### src/rtl/sram6116_arb.sv
`default_nettype none
// ============================================================================
// Module   : sram6116_arb
// Purpose  : Two-port arbiter and access sequencer for the 6116 SRAM stage.
//            A CPU port (read/write) and a video port (read-only) raise
//            level-held requests. Video has priority, but a burst counter
//            limits how many video grants in a row may pass a waiting CPU
//            request. All SRAM strobes, address and write data are
//            registered. Read data comes from the 6116 stage's registered
//            Dout and is returned with a one-cycle ack pulse.
//
// Ports    : phi0              system clock, rising edge
//            rst_b             asynchronous active-low reset
//            cpu_req/we/addr/wdata -> cpu_ack, cpu_rdata
//            vid_req/addr          -> vid_ack, vid_rdata
//            A, Din, CS_b, WE_b, OE_b  registered SRAM-side outputs
//            Dout              registered SRAM read data
//            wr_viol           sticky write-protect violation flag
//
// Options  : SRAM_ARB_WRPROT_EN  when defined, CPU writes at or above
//            PROT_BASE are suppressed at the SRAM and set wr_viol.
//
// Revision : 1.0  initial release
// ============================================================================
module sram6116_arb #(
    parameter int                ADDR_W    = 11,
    parameter int                DATA_W    = 8,
    parameter int                VID_BURST = 4,
    parameter logic [ADDR_W-1:0] PROT_BASE = ADDR_W'('h700)
) (
    input  logic              phi0,
    input  logic              rst_b,
    // CPU port
    input  logic              cpu_req,
    input  logic              cpu_we,
    input  logic [ADDR_W-1:0] cpu_addr,
    input  logic [DATA_W-1:0] cpu_wdata,
    output logic              cpu_ack,
    output logic [DATA_W-1:0] cpu_rdata,
    // Video port
    input  logic              vid_req,
    input  logic [ADDR_W-1:0] vid_addr,
    output logic              vid_ack,
    output logic [DATA_W-1:0] vid_rdata,
    // 6116 stage
    output logic [ADDR_W-1:0] A,
    output logic [DATA_W-1:0] Din,
    input  logic [DATA_W-1:0] Dout,
    output logic              CS_b,
    output logic              WE_b,
    output logic              OE_b,
    // Status
    output logic              wr_viol
);

    localparam int                 c_RUN_W   = $clog2(VID_BURST + 1);
    localparam logic [c_RUN_W-1:0] c_RUN_MAX = c_RUN_W'(VID_BURST);

`ifdef SRAM_ARB_WRPROT_EN
    localparam logic c_WRPROT_EN = 1'b1;
`else
    localparam logic c_WRPROT_EN = 1'b0;
`endif

    typedef enum logic [2:0] {
        ST_IDLE = 3'd0,
        ST_RD   = 3'd1,
        ST_RCAP = 3'd2,
        ST_WR   = 3'd3,
        ST_ACK  = 3'd4
    } state_t;

    // ------------------------------------------------------------------
    // State and registered outputs
    // ------------------------------------------------------------------
    state_t              r_state;
    logic [c_RUN_W-1:0]  r_vid_run;
    logic                r_gnt_vid;     // 1 = current read belongs to video
    logic [ADDR_W-1:0]   r_a;
    logic [DATA_W-1:0]   r_din;
    logic                r_cs_b;
    logic                r_we_b;
    logic                r_oe_b;
    logic                r_cpu_ack;
    logic                r_vid_ack;
    logic [DATA_W-1:0]   r_cpu_rdata;
    logic [DATA_W-1:0]   r_vid_rdata;

    // ------------------------------------------------------------------
    // Next-state values
    // ------------------------------------------------------------------
    state_t              w_state_nxt;
    logic [c_RUN_W-1:0]  w_vid_run_nxt;
    logic                w_gnt_vid_nxt;
    logic [ADDR_W-1:0]   w_a_nxt;
    logic [DATA_W-1:0]   w_din_nxt;
    logic                w_cs_b_nxt;
    logic                w_we_b_nxt;
    logic                w_oe_b_nxt;
    logic                w_cpu_ack_nxt;
    logic                w_vid_ack_nxt;
    logic [DATA_W-1:0]   w_cpu_rdata_nxt;
    logic [DATA_W-1:0]   w_vid_rdata_nxt;

    // Arbitration decision, only meaningful in IDLE. Video wins unless it
    // has used up its burst allowance while the CPU is waiting.
    logic w_vid_win;
    logic w_cpu_win;
    logic w_prot;

    assign w_vid_win = vid_req && ((r_vid_run < c_RUN_MAX) || !cpu_req);
    assign w_cpu_win = !w_vid_win && cpu_req;

    // Constant-folds to 0 when write protection is not built in.
    assign w_prot = c_WRPROT_EN && (cpu_addr >= PROT_BASE);

    // ------------------------------------------------------------------
    // Next-state / next-output logic
    // ------------------------------------------------------------------
    always_comb begin
        w_state_nxt     = r_state;
        w_vid_run_nxt   = r_vid_run;
        w_gnt_vid_nxt   = r_gnt_vid;
        w_a_nxt         = r_a;
        w_din_nxt       = r_din;
        w_cs_b_nxt      = 1'b1;
        w_we_b_nxt      = 1'b1;
        w_oe_b_nxt      = 1'b1;
        w_cpu_ack_nxt   = 1'b0;
        w_vid_ack_nxt   = 1'b0;
        w_cpu_rdata_nxt = r_cpu_rdata;
        w_vid_rdata_nxt = r_vid_rdata;

        case (r_state)
            ST_IDLE: begin
                if (w_vid_win) begin
                    w_state_nxt   = ST_RD;
                    w_gnt_vid_nxt = 1'b1;
                    w_a_nxt       = vid_addr;
                    w_cs_b_nxt    = 1'b0;
                    w_oe_b_nxt    = 1'b0;
                    // Only grants that pass a waiting CPU count toward
                    // the burst limit.
                    if (!cpu_req) begin
                        w_vid_run_nxt = '0;
                    end else if (r_vid_run != c_RUN_MAX) begin
                        w_vid_run_nxt = r_vid_run + c_RUN_W'(1);
                    end
                end else if (w_cpu_win) begin
                    w_gnt_vid_nxt = 1'b0;
                    w_vid_run_nxt = '0;
                    w_a_nxt       = cpu_addr;
                    if (cpu_we) begin
                        w_state_nxt = ST_WR;
                        w_din_nxt   = cpu_wdata;
                        // A protected write keeps its timing and ack but
                        // never touches the array.
                        if (!w_prot) begin
                            w_cs_b_nxt = 1'b0;
                            w_we_b_nxt = 1'b0;
                        end
                    end else begin
                        w_state_nxt = ST_RD;
                        w_cs_b_nxt  = 1'b0;
                        w_oe_b_nxt  = 1'b0;
                    end
                end
            end

            // Strobes were active for this cycle; the 6116 stage registers
            // its data at the end of it, so nothing to capture yet.
            ST_RD: begin
                w_state_nxt = ST_RCAP;
            end

            // Dout is valid throughout this cycle; latch it at its end.
            ST_RCAP: begin
                w_state_nxt = ST_ACK;
                if (r_gnt_vid) begin
                    w_vid_rdata_nxt = Dout;
                    w_vid_ack_nxt   = 1'b1;
                end else begin
                    w_cpu_rdata_nxt = Dout;
                    w_cpu_ack_nxt   = 1'b1;
                end
            end

            ST_WR: begin
                w_state_nxt   = ST_ACK;
                w_cpu_ack_nxt = 1'b1;
            end

            // Ack cycle: the requester sees its pulse here and may drop or
            // keep its request before the next IDLE sample.
            ST_ACK: begin
                w_state_nxt = ST_IDLE;
            end

            default: begin
                w_state_nxt = ST_IDLE;
            end
        endcase
    end

    // ------------------------------------------------------------------
    // State register. The asynchronous reset releases the strobes at once
    // and abandons any transaction in flight without an ack.
    // ------------------------------------------------------------------
    always_ff @(posedge phi0 or negedge rst_b) begin
        if (!rst_b) begin
            r_state     <= ST_IDLE;
            r_vid_run   <= '0;
            r_gnt_vid   <= 1'b0;
            r_a         <= '0;
            r_din       <= '0;
            r_cs_b      <= 1'b1;
            r_we_b      <= 1'b1;
            r_oe_b      <= 1'b1;
            r_cpu_ack   <= 1'b0;
            r_vid_ack   <= 1'b0;
            r_cpu_rdata <= '0;
            r_vid_rdata <= '0;
        end else begin
            r_state     <= w_state_nxt;
            r_vid_run   <= w_vid_run_nxt;
            r_gnt_vid   <= w_gnt_vid_nxt;
            r_a         <= w_a_nxt;
            r_din       <= w_din_nxt;
            r_cs_b      <= w_cs_b_nxt;
            r_we_b      <= w_we_b_nxt;
            r_oe_b      <= w_oe_b_nxt;
            r_cpu_ack   <= w_cpu_ack_nxt;
            r_vid_ack   <= w_vid_ack_nxt;
            r_cpu_rdata <= w_cpu_rdata_nxt;
            r_vid_rdata <= w_vid_rdata_nxt;
        end
    end

    // ------------------------------------------------------------------
    // Write-protect violation flag
    // ------------------------------------------------------------------
`ifdef SRAM_ARB_WRPROT_EN
    logic r_wr_viol;
    logic w_viol_set;

    assign w_viol_set = (r_state == ST_IDLE) && w_cpu_win && cpu_we && w_prot;

    always_ff @(posedge phi0 or negedge rst_b) begin
        if (!rst_b) begin
            r_wr_viol <= 1'b0;
        end else if (w_viol_set) begin
            r_wr_viol <= 1'b1;
        end
    end

    assign wr_viol = r_wr_viol;
`else
    assign wr_viol = 1'b0;
`endif

    // ------------------------------------------------------------------
    // Outputs
    // ------------------------------------------------------------------
    assign A         = r_a;
    assign Din       = r_din;
    assign CS_b      = r_cs_b;
    assign WE_b      = r_we_b;
    assign OE_b      = r_oe_b;
    assign cpu_ack   = r_cpu_ack;
    assign vid_ack   = r_vid_ack;
    assign cpu_rdata = r_cpu_rdata;
    assign vid_rdata = r_vid_rdata;

endmodule
`default_nettype wire

### config.mk
export PLATFORM = sky130hd
export DESIGN_NAME = sram6116_arb
export DESIGN_NICKNAME = d
export VERILOG_FILES = /design/src/rtl/sram6116_arb.sv
export SDC_FILE = /design/constraint.sdc
export NUM_CORES = 1
export LEC_CHECK = 0
export ABC_AREA = 1
export BUFFER_PORTS_ARGS = -buffer_cell sky130_fd_sc_hd__buf_4
export CORE_UTILIZATION = 45
export CTS_BUF_LIST = sky130_fd_sc_hd__clkbuf_4 sky130_fd_sc_hd__clkbuf_8 sky130_fd_sc_hd__clkbuf_16
export DETAILED_ROUTE_END_ITERATION = 8
export GPL_ROUTABILITY_DRIVEN = 0
export PLACE_DENSITY = 0.74
export SETUP_SLACK_MARGIN = 0.5
export SYNTH_ARGS = -nofsm -noshare
export SYNTH_HDL_FRONTEND = slang
export SYNTH_SLANG_ARGS = --single-unit
### constraint.sdc
create_clock -name phi0 -period 1.6 [get_ports phi0]
set_input_delay 0.24 -clock phi0 [delete_from_list [all_inputs] [get_ports phi0]]
set_output_delay 0.24 -clock phi0 [all_outputs]
set_load 0.05 [all_outputs]
### Word-level counts from Yosys, hierarchy flattened

Cells that the tools add are included.

| word-level totals | value |
|---|---|
| register bits after elaboration | 47 |
| bits of input ports | 43 |
| output and inout bits | 41 |
| word-level logic and storage cells | 62 |

| operators by class | value |
|---|---|
| $add $sub $neg | 1 |
| order comparisons | 1 |
| equal/unequal tests | 6 |
| multiplexer cells | 27 |
| bitwise logic cells | 2 |
| reduce and logical (&&, ||, !) cells | 13 |

Operators with widths:

| cell | count |
|---|---|
| 2-to-1 mux 11 bit | 2 |
| 2-to-1 mux 3 bit | 6 |
| 2-to-1 mux 1 bit | 16 |
| one-hot mux 3 bit (3 select lines) | 1 |
| == test 3 x 2 -> 1 bit, second input constant | 2 |
| != test 3 bit, second input constant | 2 |
| AND reduction 2 bit | 3 |
| AND reduction 4 bit | 1 |
| adder 3 x 1 -> 3 bit, second input constant | 1 |
| == test 3 x 1 -> 1 bit, second input constant | 1 |
| zero test 3 bit | 1 |
| less-than comparator 3 bit, second input constant | 1 |
| != test 3 x 2 -> 1 bit, second input constant | 1 |
| AND reduction 3 bit | 1 |
| logical AND 1 bit | 2 |
| zero test 1 bit | 2 |
| 2-to-1 mux 2 bit | 1 |
| NOT 1 bit | 2 |
| one-hot mux 1 bit (2 select lines) | 1 |
| nonzero test 2 bit | 1 |
| OR reduction 2 bit | 1 |
| logical OR 1 bit | 1 |

### Depth between registers and ports, before layout

| depth | value |
|---|---|
| word-level depth | 8 |
| gate-level depth with buffers | 7 |
| mapped depth without buffers | 7 |

### Worst setup path after synthesis

No wires, ideal clock.

| timing | value |
|---|---|
| path type | register to register |
| start point | register r_state[2] |
| end point | register r_din[0], in the netlist Din[0] |
| library setup time | 0.119 ns |
| arrival | 1.055 ns |
| required time | 1.481 ns |
| slack | 0.425 ns |
| stages on the path, launching flop included | 7 |
| buffers on the path | 0 |
| period minus slack after synthesis | 1.175 ns |
| cells stage by stage | dfrtp_1 -> nor2_1 -> nand2_1 -> nor2_4 -> nand2_4 -> nand2_1 -> nand2_1 |

| between the ends | value |
|---|---|
| cells in the longest elaborated chain, start to end | 2 |

Ends and longest elaborated chain:

| item | RTL line | text |
|---|---|---|
| start, declared | 76 | `state_t r_state;` |
| start signal, assigned | 224 | `r_state <= w_state_nxt;` |
| zero test 3 bit | 134 | `case (r_state)` |
| AND reduction 4 bit (no source line) | n/a |  |
| end signal, assigned | 228 | `r_din <= w_din_nxt;` |
| end, declared | 80 | `logic [DATA_W-1:0] r_din;` |

Every way passes these cells.
A chain may end at the register's enable or synchronous reset.

### Worst setup path in the final report

| timing | value |
|---|---|
| start point | register r_state[1] |
| end point | register r_din[5], in the netlist Din[5] |

The elaborated chain is that of the path after synthesis.

==> results by group <==
Floorplan
  • Starting Density: 0.467
  • Row cnt: 24
  • Die width: 69.2 µm
  • Die height: 69.2 µm
  • Number of I/O pins: 84
  • Die area: 4790 µm²
  • Core region area: 4350 µm²

Worst setup path
  • Buf/Inv on CP: 0
  • Largest stage delay on the critical path: 0.43 ns
  • CP endpoint kind: register
  • Worst path most repeated cell: nand2_1
  • Crit path depth: 6
  • Critical-path top delay cell: dfrtp_1
  • Crit path max fanout: 6
  • CP Cell Sequence: nor2_2 -> nand2_4 -> nor2_4 -> nand2_2 -> nand2_1 -> nand2_1
  • FF-to-FF setup slack: 0.30 ns
  • Reg2reg end: Din[5]
  • CP Data Required Time: between 1.5 and 2 ns
  • Worst r2r src: r_state[1]
  • Critical path's top delay family: simple AND/OR/NAND/NOR gates
  • R2r worst-path depth: 6
  • Startpoint Class: register
  • CP Data Arrival Time: 1.49 ns
  • CP Class: register to register

CTS
  • CTS clk-pin slew, worst paths: around 0.09 ns
  • H-tree levels: 2
  • TritonCTS clock tree: done
  • Worst-Skew Late Latency: 0.31 ns
  • Clk sink count: 47
  • Clk buf depth: 2
  • Root Driver: clkbuf_8
  • Clock buffer count from CTS: 5

Synth
  • Mux cell area share after synthesis: 0
  • Syn nets: 276
  • Mapped Cells: 231
  • Synth Area in Simple Gates: 0.280
  • Avg Inst Size Synth: 8.80 µm²
  • Mapped cell area: 2030 µm²
  • Synth warn: 0
  • Adder-cell area share of the yosys netlist: 0.0123
  • Yosys reg bits: 47
  • Cell variety after synth: 24
  • Xor-xnor portion of the synthesized cell area: 0
  • Seq/Total Area, Yosys: 0.580
  • Complex-gate fraction of the synthesized area: 0.0634
  • Largest family of logic cells by synthesized area: simple AND/OR/NAND/NOR gates

STA
  • Final Cycle Share: 0.811
  • Clock Skew: 0.0121 ns
  • Setup ws final: 0.302 ns
  • RSZ-0062 raised after global routing: true
  • Min Clock Period, post-route: 1.30 ns
  • Final hold violations: 0
  • Final Max Tran Viols: 0
  • Slew HR: 0.610
  • Worst-margin pin slew: 0.585 ns
  • F_max: 770 MHz
  • TNS Setup: 0 ns
  • # setup viols final: 0

Power
  • Overall power: 8.53 mW
  • Leak: ~1.9 nW
  • Max VDD drop: 1230 µV
  • Pwr Density: about 2400 nW/µm²

Route
  • Initial DRC count: 109
  • Via count: between 2,000 and 2,500
  • DRC: 0
  • Router iterations before antenna repair: 4
  • Routed vias/inst: 4.96
  • WL/cell: 14.6 µm
  • Antenna Nets Post-Route: 0
  • Final WL: 6.10 mm

Global routing
  • Final global-route overflow total: 0
  • First-pass GRT wire length: 8.31 mm
  • Antenna violations before repair: 0
  • Vias in the first global route: 1,886
  • Largest net degree at the start of global routing: 48
  • GR Util All Layers: 0.215

Run
  • Max_cap viols: 0

Final layout
  • Layout cells sized above 1: 0.515
  • N_diodes: 0
  • Layout area overhead: 77.6%
  • # nets final: between 400 and 500

Min path
  • Hold Crit Start: cpu_wdata[1]
  • Worst Hold End: Din[1]
  • Hold path depth: 3
  • Worst Hold Class: input port to register

Place
  • Pre-CTS WS: 0.292 ns
  • Number of port buffers: slightly above 80
  • HPWL after DPL: 3.09 mm

Status
  • Status: completed
==> cell usage in the layout (no fill, tap or decap) <==
master,synthesis,final
buf_4,1,79
inv_1,17,15
nand3_4,0,5
o21ai_2,1,10
inv_2,2,3
dfstp_2,3,3
inv_4,0,1
a21oi_4,0,1
clkinv_2,0,1
nand2_1,102,88
dlygate4sd3_1,0,1
ha_1,2,2
nand3_1,20,20
nand2_8,0,2
conb_1,1,1
buf_6,2,44
o22ai_2,0,1
nand4_1,1,1
clkbuf_8,0,6
o21ai_4,0,1
nand2_2,2,13
o21ai_1,16,6
dfrtp_2,0,1
buf_12,0,3
dfrtp_1,44,43
a31oi_1,1,1
buf_8,0,3
nand2_4,1,4
nor2_4,2,5
bufinv_16,0,1
a21boi_4,1,1
nor2_2,1,1
==> power by group <==
| group | switching [mW] | internal, mW |
|---|---|---|
| registers | 0.463 | 1.76 |
| clock network | 0.398 | 0.506 |
| logic | 3.19 | 2.21 |
| total | 4.05 | 4.47 |
==> timing repair <==
action / 4_1_cts / 5_1_grt
endpoints found under the setup margin: 83 / 82
resized for setup: 68 / 27
gates cloned: 3 / 5
pin swaps: 6 / 10
hold buffers: 1 / 0
hold endpoints to repair: 44 / 0
buffers inserted: 19 / 24
==> state kept, by name, indices dropped and copies added (netlist names) <==
register   count
WE_b           1
vid_ack        1
cpu_ack        1
vid_rdata      8
cpu_rdata      8
r_state        3
A             11
Din            8
r_gnt_vid      1
OE_b           1
CS_b           1
r_vid_run      3
==> cells by family (layout without fill, tap and decap cells) <==
kind of cell | Yosys count | after routing
other | 1 | 1
AOI/OAI and AO/OA | 21 | 21
and+or+nand+nor | 133 | 139
DFF | 47 | 47
adders and majority gates | 2 | 2
buffers and inverters | 27 | 157
==> tightest hold or removal path: stages <==
cell and delay [ns]:
buf_4 0.08, nand3_1 0.06, nand2_1 0.06
==> worst max path at each step <==
stage / from / endpoint
global route: r_state[1] / Din[5]
finish: r_state[1] / Din[5]
floorplan: r_state[2] / Din[0]
detailed placement: r_state[2] / Din[4]
global placement: r_state[0] / Din[0]
CTS: OE_b / OE_b
==> metrics by stage <==
| stage | utilization | area, µm² | hold slack (ns) | cells |
|---|---|---|---|---|
| after floorplan | - | 2040 | -0.0556 | 231 |
| after global placement | 0.615 | 2680 | 0.279 | 359 |
| after detailed placement | 0.615 | 2680 | 0.280 | 359 |
| after CTS | 0.742 | 3230 | 0.168 | 390 |
| after global routing | 0.829 | 3610 | 0.153 | 419 |
| final | 0.829 | 3610 | 0.170 | 419 |
==> cell usage after synthesis <==
master	n	area, µm²
a21boi_4	1	18.8
a21oi_2	1	8.76
a31oi_1	1	6.26
buf_2	5	25.0
buf_4	1	7.51
buf_6	2	22.5
conb_1	1	3.75
dfrtp_1	44	1100
dfstp_2	3	78.8
ha_1	2	25.0
inv_1	17	63.8
inv_2	2	7.51
nand2_1	102	383
nand2_2	2	12.5
nand2_4	1	11.3
nand3_1	20	100
nand3_2	2	20.0
nand4_1	1	6.26
nor2_1	2	7.51
nor2_2	1	6.26
nor2_4	2	22.5
o21ai_1	16	80.1
o21ai_2	1	8.76
o22ai_1	1	6.26
==> layer usage <==
metal	GRT usage	routed length, µm	up-vias
li1	-	-	1008
met1	0.268	2340	981
met2	0.376	3320	75
met3	0.0480	318	14
met4	0.0544	123	0
met5	0	0	-
==> area by class of cell <==
cell class	count	area, µm²
clock buffer	6	82.6
inverter	19	73.8
timing repair buffer	130	1200
multi-input combinational	163	970
tap	52	65.1
sequential	47	1180
clock inverter	2	35.0
fill	256	743
Note: power is estimated with default switching activity, not from simulation.
